$ cat config.mk
export PLATFORM = sky130hd
export DESIGN_NAME = multicycle_main_control_flat
export DESIGN_NICKNAME = d
export VERILOG_FILES = /design/src/rtl/multicycle_main_control_if.sv /design/src/rtl/multicycle_main_control.sv /design/src/flat_wrapper.sv
export SDC_FILE = /design/constraint.sdc
export NUM_CORES = 1
export LEC_CHECK = 0
export CORE_MARGIN = 2
export CORE_UTILIZATION = 40
export CTS_CLUSTER_SIZE = 20
export DETAILED_ROUTE_END_ITERATION = 10
export PLACE_DENSITY = 0.74
export SYNTH_ARGS = -nofsm -noshare
export SYNTH_HDL_FRONTEND = slang
export SYNTH_SLANG_ARGS = --single-unit
export TNS_END_PERCENT = 10
$ cat constraint.sdc
create_clock -name clk -period 2 [get_ports clk]
set_input_delay 0.4 -clock clk [delete_from_list [all_inputs] [get_ports clk]]
set_output_delay 0.4 -clock clk [all_outputs]
set_load 0.03 [all_outputs]
$ cat src/rtl/multicycle_main_control_if.sv
// Control bundle between the main control FSM and the multicycle datapath.
interface multicycle_main_control_if #(
    parameter int unsigned ST_W = 4
);
    logic [6:0]      op;
    logic            zero;
    logic            pcwrite;
    logic            adrsrc;
    logic            memwrite;
    logic            irwrite;
    logic [1:0]      resultsrc;
    logic [1:0]      alusrca;
    logic [1:0]      alusrcb;
    logic            regwrite;
    logic [1:0]      aluop;
    logic [1:0]      immsrc;
    logic            instr_done;
    logic            illegal_op;
    logic [ST_W-1:0] state;

    // Controller side
    modport master (
        input  op, zero,
        output pcwrite, adrsrc, memwrite, irwrite, resultsrc, alusrca, alusrcb,
        output regwrite, aluop, immsrc, instr_done, illegal_op, state
    );

    // Datapath side
    modport slave (
        output op, zero,
        input  pcwrite, adrsrc, memwrite, irwrite, resultsrc, alusrca, alusrcb,
        input  regwrite, aluop, immsrc, instr_done, illegal_op, state
    );
endinterface

$ cat src/rtl/multicycle_main_control.sv
// Main control FSM of the multicycle RV32I core: sequences fetch, decode,
// execute, memory and writeback, and drives datapath selects and enables.
module multicycle_main_control #(
    parameter int unsigned ST_W = 4
) (
    input logic                       clk,
    input logic                       rst_n,
    multicycle_main_control_if.master bus
);
    localparam logic [6:0] OpLw  = 7'b0000011;
    localparam logic [6:0] OpSw  = 7'b0100011;
    localparam logic [6:0] OpR   = 7'b0110011;
    localparam logic [6:0] OpI   = 7'b0010011;
    localparam logic [6:0] OpBeq = 7'b1100011;
    localparam logic [6:0] OpJal = 7'b1101111;

    typedef enum logic [ST_W-1:0] {
        StFetch    = ST_W'(0),
        StDecode   = ST_W'(1),
        StMemAdr   = ST_W'(2),
        StMemRead  = ST_W'(3),
        StMemWb    = ST_W'(4),
        StMemWrite = ST_W'(5),
        StExecuteR = ST_W'(6),
        StAluWb    = ST_W'(7),
        StExecuteI = ST_W'(8),
        StJal      = ST_W'(9),
        StBeq      = ST_W'(10)
    } state_t;

    typedef struct packed {
        logic       pcupdate;
        logic       branch;
        logic       adrsrc;
        logic       memwrite;
        logic       irwrite;
        logic [1:0] resultsrc;
        logic [1:0] alusrca;
        logic [1:0] alusrcb;
        logic       regwrite;
        logic [1:0] aluop;
        logic       done;
    } ctrl_t;

    state_t state_q;
    ctrl_t  ctrl_q;
    ctrl_t  ctrl;
    logic   legal;
    logic   supported;

    function automatic state_t next_state(input state_t s, input logic [6:0] op);
        state_t n;
        n = StFetch;
        case (s)
            StFetch:  n = StDecode;
            StDecode: begin
                case (op)
                    OpLw, OpSw: n = StMemAdr;
                    OpR:        n = StExecuteR;
                    OpI:        n = StExecuteI;
                    OpJal:      n = StJal;
                    OpBeq:      n = StBeq;
                    default:    n = StFetch;
                endcase
            end
            StMemAdr:   n = (op == OpSw) ? StMemWrite : StMemRead;
            StMemRead:  n = StMemWb;
            StExecuteR: n = StAluWb;
            StExecuteI: n = StAluWb;
            StJal:      n = StAluWb;
            default:    n = StFetch;
        endcase
        return n;
    endfunction

    function automatic ctrl_t ctrl_for(input state_t s);
        ctrl_t c;
        c = '0;
        case (s)
            StFetch: begin
                c.irwrite   = 1'b1;
                c.pcupdate  = 1'b1;
                c.alusrcb   = 2'b10;
                c.resultsrc = 2'b10;
            end
            StDecode: begin
                c.alusrca = 2'b01;
                c.alusrcb = 2'b01;
            end
            StMemAdr: begin
                c.alusrca = 2'b10;
                c.alusrcb = 2'b01;
            end
            StMemRead: c.adrsrc = 1'b1;
            StMemWb: begin
                c.resultsrc = 2'b01;
                c.regwrite  = 1'b1;
                c.done      = 1'b1;
            end
            StMemWrite: begin
                c.adrsrc   = 1'b1;
                c.memwrite = 1'b1;
                c.done     = 1'b1;
            end
            StExecuteR: begin
                c.alusrca = 2'b10;
                c.aluop   = 2'b10;
            end
            StExecuteI: begin
                c.alusrca = 2'b10;
                c.alusrcb = 2'b01;
                c.aluop   = 2'b10;
            end
            StAluWb: begin
                c.regwrite = 1'b1;
                c.done     = 1'b1;
            end
            StJal: begin
                c.alusrca  = 2'b01;
                c.alusrcb  = 2'b10;
                c.pcupdate = 1'b1;
            end
            StBeq: begin
                c.alusrca = 2'b10;
                c.aluop   = 2'b01;
                c.branch  = 1'b1;
                c.done    = 1'b1;
            end
            default: ;
        endcase
        return c;
    endfunction

    // State register with outputs registered alongside; reset lands in FETCH
    // with FETCH selects so the first edge after release executes FETCH.
    always_ff @(posedge clk or negedge rst_n) begin
        if (!rst_n) begin
            state_q <= StFetch;
            ctrl_q  <= ctrl_for(StFetch);
        end else begin
            state_q <= next_state(state_q, bus.op);
            ctrl_q  <= ctrl_for(next_state(state_q, bus.op));
        end
    end

    // Unreachable codes silence every output
    assign legal = (state_q <= StBeq);
    assign ctrl  = legal ? ctrl_q : '0;

    assign supported = (bus.op == OpLw) || (bus.op == OpSw) || (bus.op == OpR) ||
                       (bus.op == OpI) || (bus.op == OpBeq) || (bus.op == OpJal);

    // Write enables are gated by rst_n so a reset aborts writes in the same cycle
    assign bus.pcwrite    = rst_n & (ctrl.pcupdate | (ctrl.branch & bus.zero));
    assign bus.irwrite    = rst_n & ctrl.irwrite;
    assign bus.memwrite   = rst_n & ctrl.memwrite;
    assign bus.regwrite   = rst_n & ctrl.regwrite;
    assign bus.instr_done = rst_n & ctrl.done;
    assign bus.adrsrc     = ctrl.adrsrc;
    assign bus.resultsrc  = ctrl.resultsrc;
    assign bus.alusrca    = ctrl.alusrca;
    assign bus.alusrcb    = ctrl.alusrcb;
    assign bus.aluop      = ctrl.aluop;
    assign bus.illegal_op = (state_q == StDecode) & ~supported;
    assign bus.state      = state_q;

    // Immediate format follows the opcode in every legal state
    always_comb begin
        bus.immsrc = 2'b00;
        if (legal) begin
            case (bus.op)
                OpSw:    bus.immsrc = 2'b01;
                OpBeq:   bus.immsrc = 2'b10;
                OpJal:   bus.immsrc = 2'b11;
                default: bus.immsrc = 2'b00;
            endcase
        end
    end
endmodule

$ cat src/flat_wrapper.sv
// flat-port wrapper written by rule: the top's interface ports become plain ports
module multicycle_main_control_flat 
#(
    parameter int unsigned ST_W = 4
)
  (clk, rst_n, bus_op, bus_zero, bus_pcwrite, bus_adrsrc, bus_memwrite, bus_irwrite, bus_resultsrc, bus_alusrca, bus_alusrcb, bus_regwrite, bus_aluop, bus_immsrc, bus_instr_done, bus_illegal_op, bus_state);
  multicycle_main_control_if #(.ST_W(ST_W)) bus_i ();
  input logic clk;
  input logic rst_n;
  input wire logic [$bits(bus_i.op)-1:0] bus_op;
  input wire logic [$bits(bus_i.zero)-1:0] bus_zero;
  output wire logic [$bits(bus_i.pcwrite)-1:0] bus_pcwrite;
  output wire logic [$bits(bus_i.adrsrc)-1:0] bus_adrsrc;
  output wire logic [$bits(bus_i.memwrite)-1:0] bus_memwrite;
  output wire logic [$bits(bus_i.irwrite)-1:0] bus_irwrite;
  output wire logic [$bits(bus_i.resultsrc)-1:0] bus_resultsrc;
  output wire logic [$bits(bus_i.alusrca)-1:0] bus_alusrca;
  output wire logic [$bits(bus_i.alusrcb)-1:0] bus_alusrcb;
  output wire logic [$bits(bus_i.regwrite)-1:0] bus_regwrite;
  output wire logic [$bits(bus_i.aluop)-1:0] bus_aluop;
  output wire logic [$bits(bus_i.immsrc)-1:0] bus_immsrc;
  output wire logic [$bits(bus_i.instr_done)-1:0] bus_instr_done;
  output wire logic [$bits(bus_i.illegal_op)-1:0] bus_illegal_op;
  output wire logic [$bits(bus_i.state)-1:0] bus_state;
  assign bus_i.op = bus_op;
  assign bus_i.zero = bus_zero;
  assign bus_pcwrite = bus_i.pcwrite;
  assign bus_adrsrc = bus_i.adrsrc;
  assign bus_memwrite = bus_i.memwrite;
  assign bus_irwrite = bus_i.irwrite;
  assign bus_resultsrc = bus_i.resultsrc;
  assign bus_alusrca = bus_i.alusrca;
  assign bus_alusrcb = bus_i.alusrcb;
  assign bus_regwrite = bus_i.regwrite;
  assign bus_aluop = bus_i.aluop;
  assign bus_immsrc = bus_i.immsrc;
  assign bus_instr_done = bus_i.instr_done;
  assign bus_illegal_op = bus_i.illegal_op;
  assign bus_state = bus_i.state;
  multicycle_main_control #(.ST_W(ST_W)) u_core (.clk(clk), .rst_n(rst_n), .bus(bus_i));
endmodule
==> results.md, run 1 <==
- The die is about 53 um wide.
- The worst hold margin is approximately 600 ps.
- The signal on the critical path passes through or4b_4 > a2111o_1 > and3_4 > buf_6.
- The flow ran to the end, but the final reports show violations.
- The number of cells in the design after placement is roughly 180.
- The placer's final routability congestion estimate is roughly 0.84.
- The leading cell type in the layout, fill and taps excluded is sky130_fd_sc_hd__buf_4.
- The number of top-level pins is 31.
- The wire-length estimate of the detail-placed layout is between 1500 and 2000 um.
- The setup path with the least slack is of type register to output port.
- The number of antenna violations at the first check in global routing was 0.
- The routed length per instance is between 10 and 15 um.
- Headroom to the max-slew limit came out at ~72%.
- For the finished layout, the period the worst path requires is between 2000 and 2500 ps.
- The die is roughly 53 um tall.
- The reg-to-reg critical path endpoint is u_core.ctrl_q[0]$_DFF_PN0_.
- The initial DRC count is 22.
- At the pin with the least slew margin, the transition time is 410 ps.
- The library cells used most frequently in the layout, excluding fill and tap cells, are sky130_fd_sc_hd__buf_4 (26), sky130_fd_sc_hd__buf_6 (18), sky130_fd_sc_hd__dfrtp_1 (12), sky130_fd_sc_hd__and2_1 (9), sky130_fd_sc_hd__clkdlybuf4s50_1 (9).
- The largest fanout of any net on the critical path is 2.
- The register area is around 430 um2.
- The count of input and output buffers is 30.
- The number of max-slew violations in the final report is 0.
- The gate count of the mapped netlist is 100.
- Global routing used around 20% of the available tracks.
- The count of nets after finishing is about 160.
- The via count of the first global-routing pass came to ~900.
- The fraction of registers with async set or reset after synthesis is 100%.
- The worst setup path is captured at an output port.
- The final antenna-violating net count is 0.
- In this run, synthesis produced a sequential element count of 17.
- The final-layout setup total negative slack is -656 ps.
- On the final layout, the worst clock skew is roughly 2.5 ps.
- The number of hold violations in the final report is 0.
- The worst ir drop on vdd is a little under 1 mV.
- The startpoint kind of the worst setup timing path is a register.
- After detailed routing, the number of remaining DRC violations is 0.
- The number of enable-type register cells in the synthesized netlist is 0.
- Across the run, the number of max-cap violations was 0.
- The area of the die is 0.00276 mm2.
- The fraction of layout cells with a size suffix above 1 is roughly 43%.
- The area after detailed placement is around 0.0014 mm2.
- The Yosys step of the flow raised 0 warnings.
- The area of all placed cells without fillers is 0.00157 mm2.
- The count of endpoints failing setup in the final report is 5.
- The wire length of the first global-routing pass is 3970 um.
- The core region is between 0.002 and 0.0025 mm2.
- The area of the mapped netlist is ~940 um2.
- The clock passes through at most 2 buffers.
- The number of clock sinks is 17.
- In this run the register-to-register setup slack is about 100 ps.
- After clock tree synthesis, the clock-pin slew on the worst setup and hold paths is approximately 100 ps.
- After global routing the overflow that remains totals 0.
- In the final layout, the multi-input gates occupy 524 um2.
- The minimum setup slack in the final design is -265 ps.
- The via density per instance is around 5.3.
- The area growth from synthesis to layout is 66.2%.
- Dividing the synthesized area by the synthesized cell count gives about 9.4 um2.
- In this run the number of H-tree levels came out at 1.
- TritonCTS built the clock tree.
- TritonCTS created 3 clock buffers.
- The largest incremental delay on the critical path is roughly 540 ps.
- Summed over all instances, the cell type with the most area after synthesis is sky130_fd_sc_hd__dfrtp_1.
- The repair_antennas step left the layout with diodes totalling 0.
- The pre-CTS worst setup slack is -777 ps.
- Wires add up to around 2400 um.
- The fraction of the cycle the final worst path needs is 113%.
- The floorplan row count is 17.
- Entering global routing, the biggest net connects 15 pins.
- The utilization after layout is 70.9%.
- Setup repair after global routing could not meet its margin everywhere.
- The library cell contributing the largest single delay on the critical path is sky130_fd_sc_hd__or4b_4.
- In this run the static leakage power is between 0.7 and 0.8 nW.
- The root buffer cell is sky130_fd_sc_hd__clkbuf_4.
- The via count is 952.
- The proportion of synthesized chip area in sequential cells is approximately 45%.
- For the worst-skew pair, the clock arrives at the later sink with an insertion delay of approximately 290 ps.
- For this configuration, the core starts out at a cell density of a little over two fifths.
- The critical path data arrival time is 1860 ps.
- For this run, the number of standard cells in the final layout without fillers is roughly 180.
- The count of distinct cell types in the synthesized netlist is 40.
- STA puts the critical path data required time at between 1500 and 2000 ps.
- The startpoint identified for the worst register-to-register timing path is u_core.bus.state[2]$_DFF_PN0_.
- In this run the biggest area consumer among cell types represents 37.1% of the synthesized area.
- The primary flip-flop cell chosen by synthesis mapping is sky130_fd_sc_hd__dfrtp_1.
- The post-synth net total is 110.
- The number of filler instances in the final layout is roughly 180.
- Counting cells, the worst reg-to-reg path comes to 6.
- The pre-antenna-repair detailed-routing pass consisted of 5 iterations.
- Timing would allow up to 442 MHz.
- The post-route total power is 1.50 mW.
- The checks that failed: setup timing.
- The areal power density over the cells is approximately 950 mW/mm2.
- By area the synthesized netlist is led by sky130_fd_sc_hd__dfrtp_1 (37%), sky130_fd_sc_hd__dfstp_2 (8.4%), sky130_fd_sc_hd__and2_1 (7.3%).
- The path class of the lowest-slack min-delay path is input pin to async pin.
report_power, final:
group	switching, mW	internal (mW)	total (mW)
Clock	0.107	0.0743	0.181
Combinational	0.434	0.412	0.846
Sequential	0.0250	0.445	0.470
sequential cells by signal, summed over array words and instances, names as in the netlist:
register,count
u_core.ctrl_q,13
u_core.bus.state,4
timing repair:
item	4_1_cts	5_1_grt
gates resized for setup	30	9
hold buffers	0	0
buffers inserted	1	0
setup endpoints to repair	17	19
pin swaps	3	3
cell type report:
cell class	count	area share (%)
Timing Repair Buffer	57	34.1
Multi-Input combinational cell	71	33.4
Sequential cell	17	27.5
Tap cell	28	2.23
Clock buffer	3	1.44
Inverter	4	0.958
Clock inverter	1	0.319
per-layer routing:
layer	part of all wire (%)	vias up	track usage (%)
met5	0	-	0
met1	42	440	23.4
li1	-	464	-
met4	3.0	0	6.41
met2	51	38	37.7
met3	4.3	10	1.71
synthesized netlist by cell type (all sizes together), types with 2 or more instances:
cell	instances
dfrtp	14
and2	11
nand2	6
and3	5
clkbuf	5
nor2	5
o21ai	5
inv	4
nor3	4
a21oi	3
buf	3
dfstp	3
nand2b	2
nand3	2
nor3b	2
nor4b	2
o21a	2
or2b	2
how the worst max path moves through the flow:
| stage | from | end | slack, ps | depth (start not counted) |
|---|---|---|---|---|
| floorplan | u_core.bus.state[1]$_DFF_PN0_ | bus_illegal_op | -200 | 5 |
| global placement | bus_op[3] | bus_illegal_op | -680 | 6 |
| detailed placement | bus_op[3] | bus_illegal_op | -780 | 6 |
| CTS | u_core.bus.state[2]$_DFF_PN0_ | bus_illegal_op | -330 | 4 |
| global route | u_core.bus.state[2]$_DFF_PN0_ | bus_illegal_op | -320 | 4 |
| finish | u_core.bus.state[2]$_DFF_PN0_ | bus_illegal_op | -260 | 4 |
cell families after synthesis:
| kind of cell | share of synthesized area (%) |
|---|---|
| xor gates and xnor gates | 1.86 |
| buffers and inverters | 5.84 |
| AOI/OAI and AO/OA | 15.4 |
| DFF | 45.5 |
| and+or+nand+nor | 31.4 |
worst max-delay path: cells and delay by family (launching register included):
family	cells	cell delay [ps]
AO/OA/AOI/OAI	1	340
buffers and inverters	1	130
flip-flops	1	390
AND/OR/NAND/NOR	2	710
Power figures use the tool's default switching activity.
==> run 2: changes to the inputs <==
--- a/config.mk
+++ b/config.mk
@@ -10,6 +10,7 @@
 export CTS_CLUSTER_SIZE = 20
 export DETAILED_ROUTE_END_ITERATION = 10
 export PLACE_DENSITY = 0.74
+export SKIP_LAST_GASP = 1
 export SYNTH_ARGS = -nofsm -noshare
 export SYNTH_HDL_FRONTEND = slang
 export SYNTH_SLANG_ARGS = --single-unit
==> results.md, run 2 (synthesis results as in run 1) <==
- The critical path runs through a total of 4 cells.
- At the end of routability-driven placement, the weighted congestion stood at ~0.84.
- The register bank with the most flops is u_core.ctrl_q.
- The worst path uses 113% of the clock period.
- For this design the top-level I/O count stands at 31.
- Setup repair after global routing could not meet its margin everywhere.
- The largest fanout of any net on the critical path is 2.
- The critical path data arrival time is around 1900 ps.
- In the routed design, unresolved DRC markers number 0.
- The clock tree from TritonCTS is built.
- In this run the core area contains 17 standard-cell rows.
- Setup violations remaining at the end of the flow were counted as 17.
- For this run the aggregate overflow at the end of global routing stands at 0.
- The library cell contributing the largest single delay on the critical path is sky130_fd_sc_hd__or4b_4.
- The wire length of the first global-routing pass is approximately 3800 um.
- The cell depth of the worst hold path is 4.
- The non-filler instance count after layout is about 180.
- The areal power density over the cells is around 960 mW/mm2.
- Walking the worst path, the cells encountered are or4b_4 > a2111o_1 > and3_4 > buf_6.
- The clock transition at the registers of the reported paths is ~100 ps.
- The number of detailed-routing iterations run before antenna repair is 4.
- The routed layout has between 900 and 1,000 vias.
- The root buffer cell is sky130_fd_sc_hd__clkbuf_4.
- The via density per instance is between 5 and 6.
- The time the final worst path needs with I/O delays and setup is about 2300 ps.
- The maximum level of the CTS H-tree is 1.
- The total wire length is roughly 2400 um.
- Counting both buffers and inverters, the worst setup path holds a total of 1.
- Detailed placement finished with a half-perimeter wire length of approximately 1900 um.
- From synthesis to final layout, the design area changed by 57.4%.
- Global routing used between 15 and 20% of the available tracks.
- The number of flip-flops under the largest register name is 13.
- The final antenna-violating net count is 0.
- The analysis attributes to cell leakage a power of roughly 0.75 nW.
- The via count of the first global-routing pass is between 800 and 900.
- The completed layout was analyzed and its total power is approximately 1.4 mW.
- The startpoint kind of the worst setup timing path is a register.
- The number of antenna violations at the first check in global routing is 0.
- Clock tree synthesis found a total of 17 sinks.
- The run finished, with violations left.
- The minimum setup slack in the final design is -267 ps.
- In the layout the commonest cells are sky130_fd_sc_hd__buf_4 (43), sky130_fd_sc_hd__dfrtp_1 (12), sky130_fd_sc_hd__and2_1 (11), sky130_fd_sc_hd__clkdlybuf4s50_1 (9), sky130_fd_sc_hd__nand2_1 (6).
- The tool flagged a number of max-cap violations equal to 0.
- The core region is between 0.002 and 0.0025 mm2.
- 0 antenna diodes ended up in the layout.
- The tightest slew margin relative to the limit is 60.8%.
- The number of max-slew violations in the final report was 0.
- The type of the setup path with the least slack is register to output port.
- The path class of the tightest hold or removal check is input pin to register.
- From bottom edge to top edge, the die measures 52.6 um.
- The critical path's top delay family is simple AND/OR/NAND/NOR gates.
- The count of input and output buffers is 30.
- After detailed placement, the design holds a cell count of ~180.
- The transition at the pin with the smallest max-transition slack is 581 ps.
- The die outline width is ~53 um.
- No sink is reached through more buffers than the 2 on the longest clock path.
- The count of nets after finishing is 164.
- The number of hold violations in the final report is 0.
- The largest incremental delay on the critical path is approximately 540 ps.
- The clock latency on the worst-skew pair is roughly 280 ps.
- Between clock sinks in the finished design, the worst skew comes to roughly 4.4 ps.
- For the worst setup path, the data required time is 1600 ps.
- The checks that failed: setup timing.
- For the worst flop-to-flop path, the logic depth is 6.
- The element type at the critical path end is an output port.
- The leading cell type in the layout, fill and taps excluded is sky130_fd_sc_hd__buf_4.
- The number of filler instances in the final layout is between 150 and 200.
- The maximum clock frequency is between 400 and 500 MHz.
- Entering global routing, the biggest net connects 15 pins.
- The routed length per instance is approximately 13 um.
- The worst ir drop on vdd is roughly 0.98 mV.
- The total clock buffers created by CTS is 3.
- The initial DRC count is 34.
- The initial core utilization is 42.6%.
- The area of the die is 0.00276 mm2.
- In the final layout, the share of cells above drive strength 1 is around 40%.
==> run 2: cell types whose count changed in the layout (fill, tap and decap cells not counted), sizes merged <==
cell,delta
dlymetal6s2s,+1
dlygate4sd2,-1
==> run 2: tightest hold or removal path, cell delays in order <==
cell and delay (ps):
sky130_fd_sc_hd__dlymetal6s2s_1 160, sky130_fd_sc_hd__nand4bb_4 110, sky130_fd_sc_hd__buf_4 140, sky130_fd_sc_hd__nor3_1 50
==> run 2: cell type report <==
type | instances | area [um2] | share of cell area, %
repair buffers | 57 | 474 | 31.9
flip-flops and latches | 17 | 432 | 29.1
inverters | 4 | 15.0 | 1.01
multi-input cells | 71 | 502 | 33.8
clock inverters | 1 | 5.00 | 0.337
clock buffers | 3 | 22.5 | 1.52
well taps | 28 | 35.0 | 2.36
==> run 2: where the power goes <==
| part | switching [mW] | internal (mW) |
|---|---|---|
| clock | 0.103 | 0.0742 |
| sequential | 0.0227 | 0.445 |
| combinational | 0.420 | 0.364 |
| total | 0.546 | 0.883 |
==> run 2: path summary, 6_finish.rpt <==
kind	startpoint	end	slack (ps)
setup / recovery	u_core.bus.state[2]$_DFF_PN0_	bus_illegal_op	-270
hold / removal	bus_op[0]	u_core.ctrl_q[2]$_DFF_PN0_	610
setup reg to reg	u_core.bus.state[2]$_DFF_PN0_	u_core.ctrl_q[0]$_DFF_PN0_	90
hold reg to reg	u_core.bus.state[3]$_DFF_PN0_	u_core.ctrl_q[8]$_DFF_PN0_	640
max in group asynchronous	rst_n	u_core.ctrl_q[5]$_DFF_PN1_	1160
min in group asynchronous	rst_n	u_core.ctrl_q[3]$_DFF_PN0_	620
==> run 2: layer usage <==
| layer | global-route usage [%] | up-vias | part of all wire [%] |
|---|---|---|---|
| li1 | - | 461 | - |
| met1 | 22.3 | 436 | 40 |
| met2 | 36.9 | 42 | 52 |
| met3 | 1.71 | 4 | 6.0 |
| met4 | 6.41 | 0 | 1.5 |
| met5 | 0 | - | 0 |
==> run 2: what timing repair did <==
item	CTS	global route
hold buffers	0	0
pin swaps	2	2
endpoints found under the setup margin	17	19
setup buffers	1	0
gates resized for setup	9	7
==> run 2: through the flow <==
stage          area [um2]  util, %  hold slack, ps  setup slack (ps)  TNS (ps)
4_1_cts              1470     66.2             593              -329     -3250
3_5_place_dp         1410     63.7             616              -777     -1770
5_1_grt              1490     67.1             617              -318     -3610
6_report             1490     67.1             613              -267     -1880
2_1_floorplan         965        -             104              -199     -1100
3_3_place_gp         1410     63.7             596              -683     -1570
